## src/rtl/lc3_pkg.sv

```systemverilog
// Shared opcode encodings, memory-access state type and instruction
// classification helpers for the LC-3 pipeline controller.
package lc3_pkg;

   localparam logic [3:0] OP_BR  = 4'b0000;
   localparam logic [3:0] OP_ADD = 4'b0001;
   localparam logic [3:0] OP_LD  = 4'b0010;
   localparam logic [3:0] OP_ST  = 4'b0011;
   localparam logic [3:0] OP_AND = 4'b0101;
   localparam logic [3:0] OP_LDR = 4'b0110;
   localparam logic [3:0] OP_STR = 4'b0111;
   localparam logic [3:0] OP_NOT = 4'b1001;
   localparam logic [3:0] OP_LDI = 4'b1010;
   localparam logic [3:0] OP_STI = 4'b1011;
   localparam logic [3:0] OP_JMP = 4'b1100;
   localparam logic [3:0] OP_LEA = 4'b1110;

   typedef enum logic [1:0] {
      MEM_READ  = 2'd0,
      MEM_WRITE = 2'd1,
      MEM_IND   = 2'd2,
      MEM_IDLE  = 2'd3
   } mem_state_t;

   function automatic logic is_alu(input logic [15:0] instr);
      return instr[15:12] inside {OP_ADD, OP_AND, OP_NOT};
   endfunction

   function automatic logic writes_reg(input logic [15:0] instr);
      return is_alu(instr) || (instr[15:12] == OP_LEA);
   endfunction

   function automatic logic is_load(input logic [15:0] instr);
      return instr[15:12] inside {OP_LD, OP_LDR, OP_LDI};
   endfunction

   function automatic logic is_store(input logic [15:0] instr);
      return instr[15:12] inside {OP_ST, OP_STR, OP_STI};
   endfunction

   function automatic logic is_indirect(input logic [15:0] instr);
      return instr[15:12] inside {OP_LDI, OP_STI};
   endfunction

   function automatic logic is_branch(input logic [15:0] instr);
      return instr[15:12] inside {OP_BR, OP_JMP};
   endfunction

endpackage

```

## src/rtl/lc3_mem_fsm.sv

```systemverilog
// Data-memory access sequencer: IDLE/READ/WRITE/IND_READ with a stall flag
// and a pulse marking the cycle a load result is committed.
module lc3_mem_fsm
   import lc3_pkg::*;
(
   input  logic        clock,
   input  logic        reset,
   input  logic        exec_go,
   input  logic [15:0] ir_exec,
   input  logic        complete_data,
   output mem_state_t  mem_state,
   output logic        mem_stall,
   output logic        load_done
);

   mem_state_t state, state_next;
   logic       ind_store, ind_store_next;

   always_ff @(posedge clock) begin
      if (!reset) begin
         state     <= MEM_IDLE;
         ind_store <= 1'b0;
      end else begin
         state     <= state_next;
         ind_store <= ind_store_next;
      end
   end

   // The indirect second phase is chosen from a flag latched on entry, so the
   // execute-stage IR may change while the access is in flight.
   always_comb begin
      state_next     = state;
      ind_store_next = ind_store;
      load_done      = 1'b0;
      case (state)
         MEM_IDLE: begin
            if (exec_go) begin
               if (is_indirect(ir_exec)) begin
                  state_next     = MEM_IND;
                  ind_store_next = is_store(ir_exec);
               end else if (is_load(ir_exec)) begin
                  state_next = MEM_READ;
               end else if (is_store(ir_exec)) begin
                  state_next = MEM_WRITE;
               end
            end
         end
         MEM_IND: begin
            if (complete_data) state_next = ind_store ? MEM_WRITE : MEM_READ;
         end
         MEM_READ: begin
            if (complete_data) begin
               state_next = MEM_IDLE;
               load_done  = 1'b1;
            end
         end
         MEM_WRITE: begin
            if (complete_data) state_next = MEM_IDLE;
         end
      endcase
   end

   assign mem_state = state;
   assign mem_stall = (state != MEM_IDLE);

endmodule

```

## src/rtl/lc3_pipeline_ctrl.sv

```systemverilog
// LC-3 five-stage pipeline sequencer: stage enables, branch bubble insertion,
// branch-taken select and ALU/memory operand bypass selects.
module lc3_pipeline_ctrl
   import lc3_pkg::*;
#(
   parameter int unsigned BR_BUBBLES = 3
) (
   input  logic        clock,
   input  logic        reset,
   input  logic        complete_instr,
   input  logic        complete_data,
   input  logic [15:0] IR,
   input  logic [15:0] IR_Exec,
   input  logic [2:0]  NZP,
   output logic        enable_updatePC,
   output logic        enable_fetch,
   output logic        enable_decode,
   output logic        enable_execute,
   output logic        enable_writeback,
   output logic        br_taken,
   output logic        bypass_alu_1,
   output logic        bypass_alu_2,
   output logic        bypass_mem_1,
   output logic        bypass_mem_2,
   output logic [1:0]  mem_state
);

   logic [3:0] stage_valid;
   logic [2:0] bubble_cnt;
   logic [2:0] mem_dest;
   logic       mem_dest_valid;
   logic       mem_stall, load_done, advance;
   mem_state_t mem_state_q;

   lc3_mem_fsm u_mem_fsm (
      .clock         (clock),
      .reset         (reset),
      .exec_go       (enable_execute),
      .ir_exec       (IR_Exec),
      .complete_data (complete_data),
      .mem_state     (mem_state_q),
      .mem_stall     (mem_stall),
      .load_done     (load_done)
   );

   assign mem_state = mem_state_q;
   // Instruction-memory wait only stalls while no data access is pending.
   assign advance   = complete_instr && !mem_stall;

   always_comb begin
      enable_fetch     = advance && stage_valid[0] && (bubble_cnt == '0);
      enable_updatePC  = advance && stage_valid[0] && (bubble_cnt <= 3'd1);
      enable_decode    = advance && stage_valid[1];
      enable_execute   = advance && stage_valid[2];
      enable_writeback = load_done || (advance && stage_valid[3]);
   end

   always_ff @(posedge clock) begin
      if (!reset) begin
         stage_valid    <= '0;
         bubble_cnt     <= '0;
         mem_dest       <= '0;
         mem_dest_valid <= 1'b0;
      end else if (advance) begin
         stage_valid <= {stage_valid[2:0], 1'b1};
         if (bubble_cnt != '0)
            bubble_cnt <= bubble_cnt - 3'd1;
         else if (enable_decode && is_branch(IR))
            bubble_cnt <= 3'(BR_BUBBLES);
         if (enable_execute && is_load(IR_Exec)) begin
            mem_dest       <= IR_Exec[11:9];
            mem_dest_valid <= 1'b1;
         end else if (enable_decode) begin
            mem_dest_valid <= 1'b0;
         end
      end
   end

   always_comb begin
      br_taken = 1'b0;
      if (stage_valid[2]) begin
         if (IR_Exec[15:12] == OP_JMP)
            br_taken = 1'b1;
         else if (IR_Exec[15:12] == OP_BR)
            br_taken = |(IR_Exec[11:9] & NZP);
      end
   end

   logic       uses_sr1, uses_sr2, exec_wr;
   logic       alu_hit_1, alu_hit_2, mem_hit_1, mem_hit_2;
   logic [2:0] sr2;

   // A store's data register (IR[11:9]) rides on the second operand path.
   always_comb begin
      uses_sr1 = IR[15:12] inside {OP_ADD, OP_AND, OP_NOT, OP_LDR, OP_STR, OP_JMP};
      uses_sr2 = is_store(IR) || ((IR[15:12] inside {OP_ADD, OP_AND}) && !IR[5]);
      sr2      = is_store(IR) ? IR[11:9] : IR[2:0];
      exec_wr  = stage_valid[2] && writes_reg(IR_Exec);

      alu_hit_1 = stage_valid[1] && uses_sr1 && exec_wr && (IR_Exec[11:9] == IR[8:6]);
      alu_hit_2 = stage_valid[1] && uses_sr2 && exec_wr && (IR_Exec[11:9] == sr2);
      mem_hit_1 = stage_valid[1] && uses_sr1 && mem_dest_valid && (mem_dest == IR[8:6]);
      mem_hit_2 = stage_valid[1] && uses_sr2 && mem_dest_valid && (mem_dest == sr2);

      bypass_alu_1 = alu_hit_1;
      bypass_alu_2 = alu_hit_2;
      bypass_mem_1 = mem_hit_1 && !alu_hit_1;
      bypass_mem_2 = mem_hit_2 && !alu_hit_2;
   end

endmodule

```

## config.mk

```make
export PLATFORM = sky130hd
export DESIGN_NAME = lc3_pipeline_ctrl
export DESIGN_NICKNAME = d
export VERILOG_FILES = /design/src/rtl/lc3_pkg.sv /design/src/rtl/lc3_mem_fsm.sv /design/src/rtl/lc3_pipeline_ctrl.sv
export SDC_FILE = /design/constraint.sdc
export NUM_CORES = 1
export LEC_CHECK = 0
export ABC_AREA = 1
export BUFFER_PORTS_ARGS = -buffer_cell sky130_fd_sc_hd__buf_2
export CORE_AREA = 2 2 51 53
export CTS_CLUSTER_SIZE = 28
export DETAILED_ROUTE_END_ITERATION = 16
export DIE_AREA = 0 0 53 55
export GPL_ROUTABILITY_DRIVEN = 0
export PLACE_DENSITY = 0.81
export SLEW_MARGIN = 25
export SYNTH_ARGS = -nofsm -noshare
export SYNTH_HDL_FRONTEND = slang
export SYNTH_SLANG_ARGS = --single-unit
```

## constraint.sdc

```tcl
create_clock -name clock -period 3.2 [get_ports clock]
set_clock_uncertainty 0.15 [all_clocks]
set_input_delay 0.8 -clock clock [delete_from_list [all_inputs] [get_ports clock]]
set_output_delay 0.8 -clock clock [all_outputs]
set_load 0.02 [all_outputs]
```

* Word-level counts from Yosys, hierarchy flattened
Index checks and enable logic that the tools add are counted.
** Word-level totals
- Register bits :: 14
** Cells by class
- Add/subtract/negate cells :: 1
- Magnitude comparators :: 1
- Equal/unequal tests :: 31
- Mux-type cells :: 18
- Bitwise logic cells :: 1
- Reductions and logical operators :: 52
** Operators with widths (count)
- $eq A4 B4 Y1 const B :: 8
- $eq A4 B3 Y1 const B :: 6
- $logic_and A1 B1 Y1 :: 23
- $reduce_bool A3 Y1 :: 5
- $eq A3 B3 Y1 :: 4
- $eq A4 B2 Y1 const B :: 3
- $mux W2 :: 6
- $reduce_bool A2 Y1 :: 5
- $mux W3 :: 3
- $eq A4 B1 Y1 const B :: 2
- $logic_not A4 Y1 :: 2
- $mux W1 :: 8
- $ne A2 B2 Y1 const B :: 3
- $pmux W2 S3 :: 1
- $reduce_and A2 Y1 :: 3
- $reduce_bool A6 Y1 :: 1
- $eq A2 B2 Y1 const B :: 2
- $logic_not A1 Y1 :: 4
- $ne A4 B2 Y1 const B :: 1
- $reduce_and A4 Y1 :: 1
- $and A3 B3 Y3 :: 1
- $le A3 B1 Y1 const B :: 1
- $logic_not A3 Y1 :: 1
- $logic_or A1 B1 Y1 :: 3
- 7 further kinds :: 7

* Logic depth before layout (Yosys ltp)
- Depth in word-level cells :: 9
- Depth in mapped cells :: 10
- Depth with buffers taken out :: 10

* Hierarchy
Synthesis repeated with hierarchy kept, for this count alone.
** Unflattened totals
- Cell total of the unflattened synthesis :: 188
- Area total of the unflattened synthesis :: 1162.4 µm²
** By module, submodules not included
- lc3_pipeline_ctrl :: times used 1, cells each 157, area an instance 963.4 µm², seq. area each 220.2 µm²
- lc3_mem_fsm :: times used 1, cells each 31, area an instance 198.9 µm², seq. area each 60.1 µm²

* Worst setup path before layout
OpenSTA, ideal clock, no wires.
- Kind :: input port to output port
- Start :: in IR[14]
- End :: out bypass_mem_2
- Data arrival time :: 1871 ps
- Data required time :: 2250 ps
- Path slack :: 379 ps
- Cell stages on the path :: 8
- Buffers on the path :: 0
- Cells stage by stage :: nand2_1 > nand2_2 > nand2_1 > nand2_1 > nand2_1 > nand3_1 > nor2_1 > nor2_1
** On the way
- Longest elaborated chain between the ends :: 9
** RTL lines
- from (decl) :: RTL line lc3_pipeline_ctrl.sv:12 : input logic [15:0] IR,
- branches (longest 6 deep; another with $eq A4 B2 Y1)
- $logic_and A1 B1 Y1 (*) :: RTL line lc3_pipeline_ctrl.sv:101 : alu_hit_2 = stage_valid[1] && uses_sr2 && exec_wr && (IR_Exec[11:9] == sr2);
- via bypass_alu_2 :: RTL line lc3_pipeline_ctrl.sv:22 : output logic bypass_alu_2,
- $logic_not A1 Y1 (*) :: RTL line lc3_pipeline_ctrl.sv:108 : bypass_mem_2 = mem_hit_2 && !alu_hit_2;
- $logic_and A1 B1 Y1 (*) :: RTL line lc3_pipeline_ctrl.sv:108
- to (decl) :: RTL line lc3_pipeline_ctrl.sv:24 : output logic bypass_mem_2,
Mark *: on every way through the listed nets, which the timed path passes.

* Worst setup path after layout
- Start :: in IR[14]
- End :: out bypass_mem_2
** On the way
- Longest elaborated chain between the ends :: 9
** RTL lines (RTL line)
- branches (longest 8 deep; another with $eq A4 B2 Y1)
- $logic_and A1 B1 Y1 (*) :: lc3_pipeline_ctrl.sv:108
Mark *: on every way between the ends.

==> out/qor.yml <==
grt_max_degree: 11
fmax_mhz: 341
fin_crit_ps: 2930
nFillCells: 259
worstMarginPinSlew_ps: 296
r2r_end: "mem_dest[1]$_SDFFE_PN0P_"
areaGrowthSynthToFinish_pct: 22.8
path_cells: "buf_2, nand2_1, nand2_2, nand2_1, nand2_1, nor2_1, nand2_1, nor2_1, nand2_1, nor2_1, buf_2"
hold_path.class: "reg -> reg"
max_stage_delay_ps: 210
ys_ff_latch: 14
postCtsSetupRepairBufs: 0
initial_core_util_pct: 47.7
hold_start: "stage_valid[0]$_SDFFE_PN0N_"
multi_input_area_sq_um: 707
grt_pass1_wl_um: 4040
maxCapViolations: 0
rsz0062_at_grt: "no"
io_buffers: 39
drt_iter0_markers: 23
via_count: 1257
yosys_warnings: 0
syn_nets: 227
clk_pin_slew_ps: 80
cpLargestDelayFamily: "simple AND/OR/NAND/NOR gates"
cts_tree: "built"
finalPower_mw: 0.569
die_x_um: 53
die_area_sq_um: 2920
viasPerCell: 4.89
cts_root_buf: "clkbuf_4"
num_antenna_cells: 0
first_pass_iters: 5
finalMaxSlewViolations: 0
core.rowCount: 18
grt_pass1_vias: 1036
critical_path_buf_inv_count: 2
hold_end: "stage_valid[0]$_SDFFE_PN0N_"
syn_inst: 185
antenna_found_initial: 0
reg2reg_from: "u_mem_fsm.mem_state[1]$_SDFFE_PN1P_"
ant_nets: 0
place_hpwl_um: 2060
cts_buffers: 3
core_sq_um: 2360
final_layout_size_suffix_gt1_share_pct: 23.3
end_kind: "output pin"
hold_depth: 2
r2r_cells: 7
insertion_delay_ps: 290
maxSlewHeadroom_pct: 80.1
avgSynthCellArea_sq_um: 6.10
yosysUniqueCellTypes: 24
final_hold_viol_count: 0
period_share_pct: 91.5
cts.path.max_buffers: 2
crit_fanout: 8
io_pins: 51
drt_wl_total_um: 2540
leakage_nw: 0.752
finalSetupViolations: 0
dieHeight_um: 55
cts_hold_buf: 0
ys_seq_area_share_pct: 24.8
seq_area_sq_um: 280
fin_tns_setup_ps: 0
postCtsResizedCells: 0
path_common_cell: "nand2_1"
h-tree-depth: 1
crit_arrival_ps: 1980
grt_use_total_pct: 18.8
outcome: "completed"
crit_required_ps: 2250
crit_cells: 11
p_per_area_nw_per_um2: 410
drc_errors: 0
r2r_slack_ps: 1690
grt_overflow_total: 0
ir_drop_mv: 0.423
worstSetupStartpointType: "primary input"
crit_path_top_delay_cell: "nand2_1"
syn_area_sq_um: 1130
wl_per_cell_um: 9.90
critical_path_class: "in -> out"
cts.sinks: 14
layout.nets: 270
final cells by class:
type                    instances  area share [%]
flip-flops and latches         14            20.2
multi-input cells             136            51.0
repair buffers                 39            14.1
well taps                      30            2.71
inverters                      34            9.39
clock buffers                   4            2.62
cells in the mapped netlist:
master     count  area, sq um
nand3b_1       5         37.5
xnor2_1        1         8.76
dfxtp_1       14          280
nand2_1       37          139
a21oi_1       14         70.1
and2_1         1         6.26
o21bai_1       1         7.51
inv_1         33          124
xor2_1         3         26.3
inv_4          1         6.26
nand2_2        5         31.3
nor2_8         1         20.0
nor3_1         3         15.0
or2_2          1         6.26
nor2_4         2         22.5
nor2_1        22         82.6
buf_6          1         11.3
o2111ai_1      1         8.76
o21ai_0       13         65.1
nand4_1        1         6.26
nand3_1       19         95.1
ha_1           3         37.5
nor4_1         1         6.26
o211ai_1       2         15.0
routing by layer:
layer | up-vias | wire length, um | GRT usage (%)
li1 | 675 | - | -
met4 | 0 | 46 | 8.97
met5 | - | 0 | 0
met3 | 5 | 140 | 1.61
met2 | 42 | 1210 | 36.3
met1 | 535 | 1140 | 20.9
power breakdown:
part	internal, mW	leakage, nW	switching (mW)
logic	0.0826	0.617	0.137
registers	0.199	0.114	0.0205
clock network	0.0694	0.0210	0.0601
total	0.351	0.752	0.218
sequential cells by signal (all words and copies together) (netlist names):
| name | count |
|---|---|
| mem_dest | 3 |
| u_mem_fsm.mem_state | 2 |
| stage_valid | 4 |
| u_mem_fsm.ind_store | 1 |
| mem_dest_valid | 1 |
| bubble_cnt | 3 |
worst register-to-register path: cells and delay by family (launching register included):
| family | cells | cell delay [ps] |
|---|---|---|
| compound gates | 2 | 190 |
| buf+inv | 1 | 90 |
| simple gates | 4 | 570 |
| flops | 1 | 410 |
cells by family after synthesis:
group,after synthesis,synth area share (%)
adders and majority gates,3,3.33
AOI/OAI and AO/OA,31,14.7
xor gates and xnor gates,4,3.10
and+or+nand+nor,98,41.5
buffers and inverters,35,12.5
DFF,14,24.8
cells in the final DEF, fill, tap and decap left out, types with 5 or more instances in the layout:
| cell | Yosys | final |
|---|---|---|
| a21oi_1 | 14 | 14 |
| buf_2 | 0 | 39 |
| dfxtp_1 | 14 | 14 |
| inv_1 | 33 | 33 |
| nand2_1 | 37 | 37 |
| nand2_2 | 5 | 5 |
| nand3_1 | 19 | 19 |
| nand3b_1 | 5 | 5 |
| nor2_1 | 22 | 22 |
| o21ai_0 | 13 | 13 |
how the worst max path moves through the flow:
stage,start,end,slack (ps)
after floorplan,IR[14],bypass_mem_2,380
after global placement,IR[14],bypass_mem_2,280
after detailed placement,IR[14],bypass_mem_2,270
after CTS,IR[14],bypass_mem_2,270
after global routing,IR[14],bypass_mem_2,130
final,IR[14],bypass_mem_2,270
metrics by stage:
stage / area, sq um / worst slack (ps) / cells / util, % / hold WS, ps
finish: 1390 / 271 / 257 / 58.6 / 310
global route: 1390 / 126 / 257 / 58.6 / 332
CTS: 1390 / 265 / 257 / 58.6 / 310
detailed placement: 1350 / 272 / 253 / 57.1 / 298
global placement: 1350 / 279 / 253 / 57.1 / 297
floorplan: 1130 / 379 / 185 / - / 286
No activity file was read; power rests on OpenSTA's default activity.
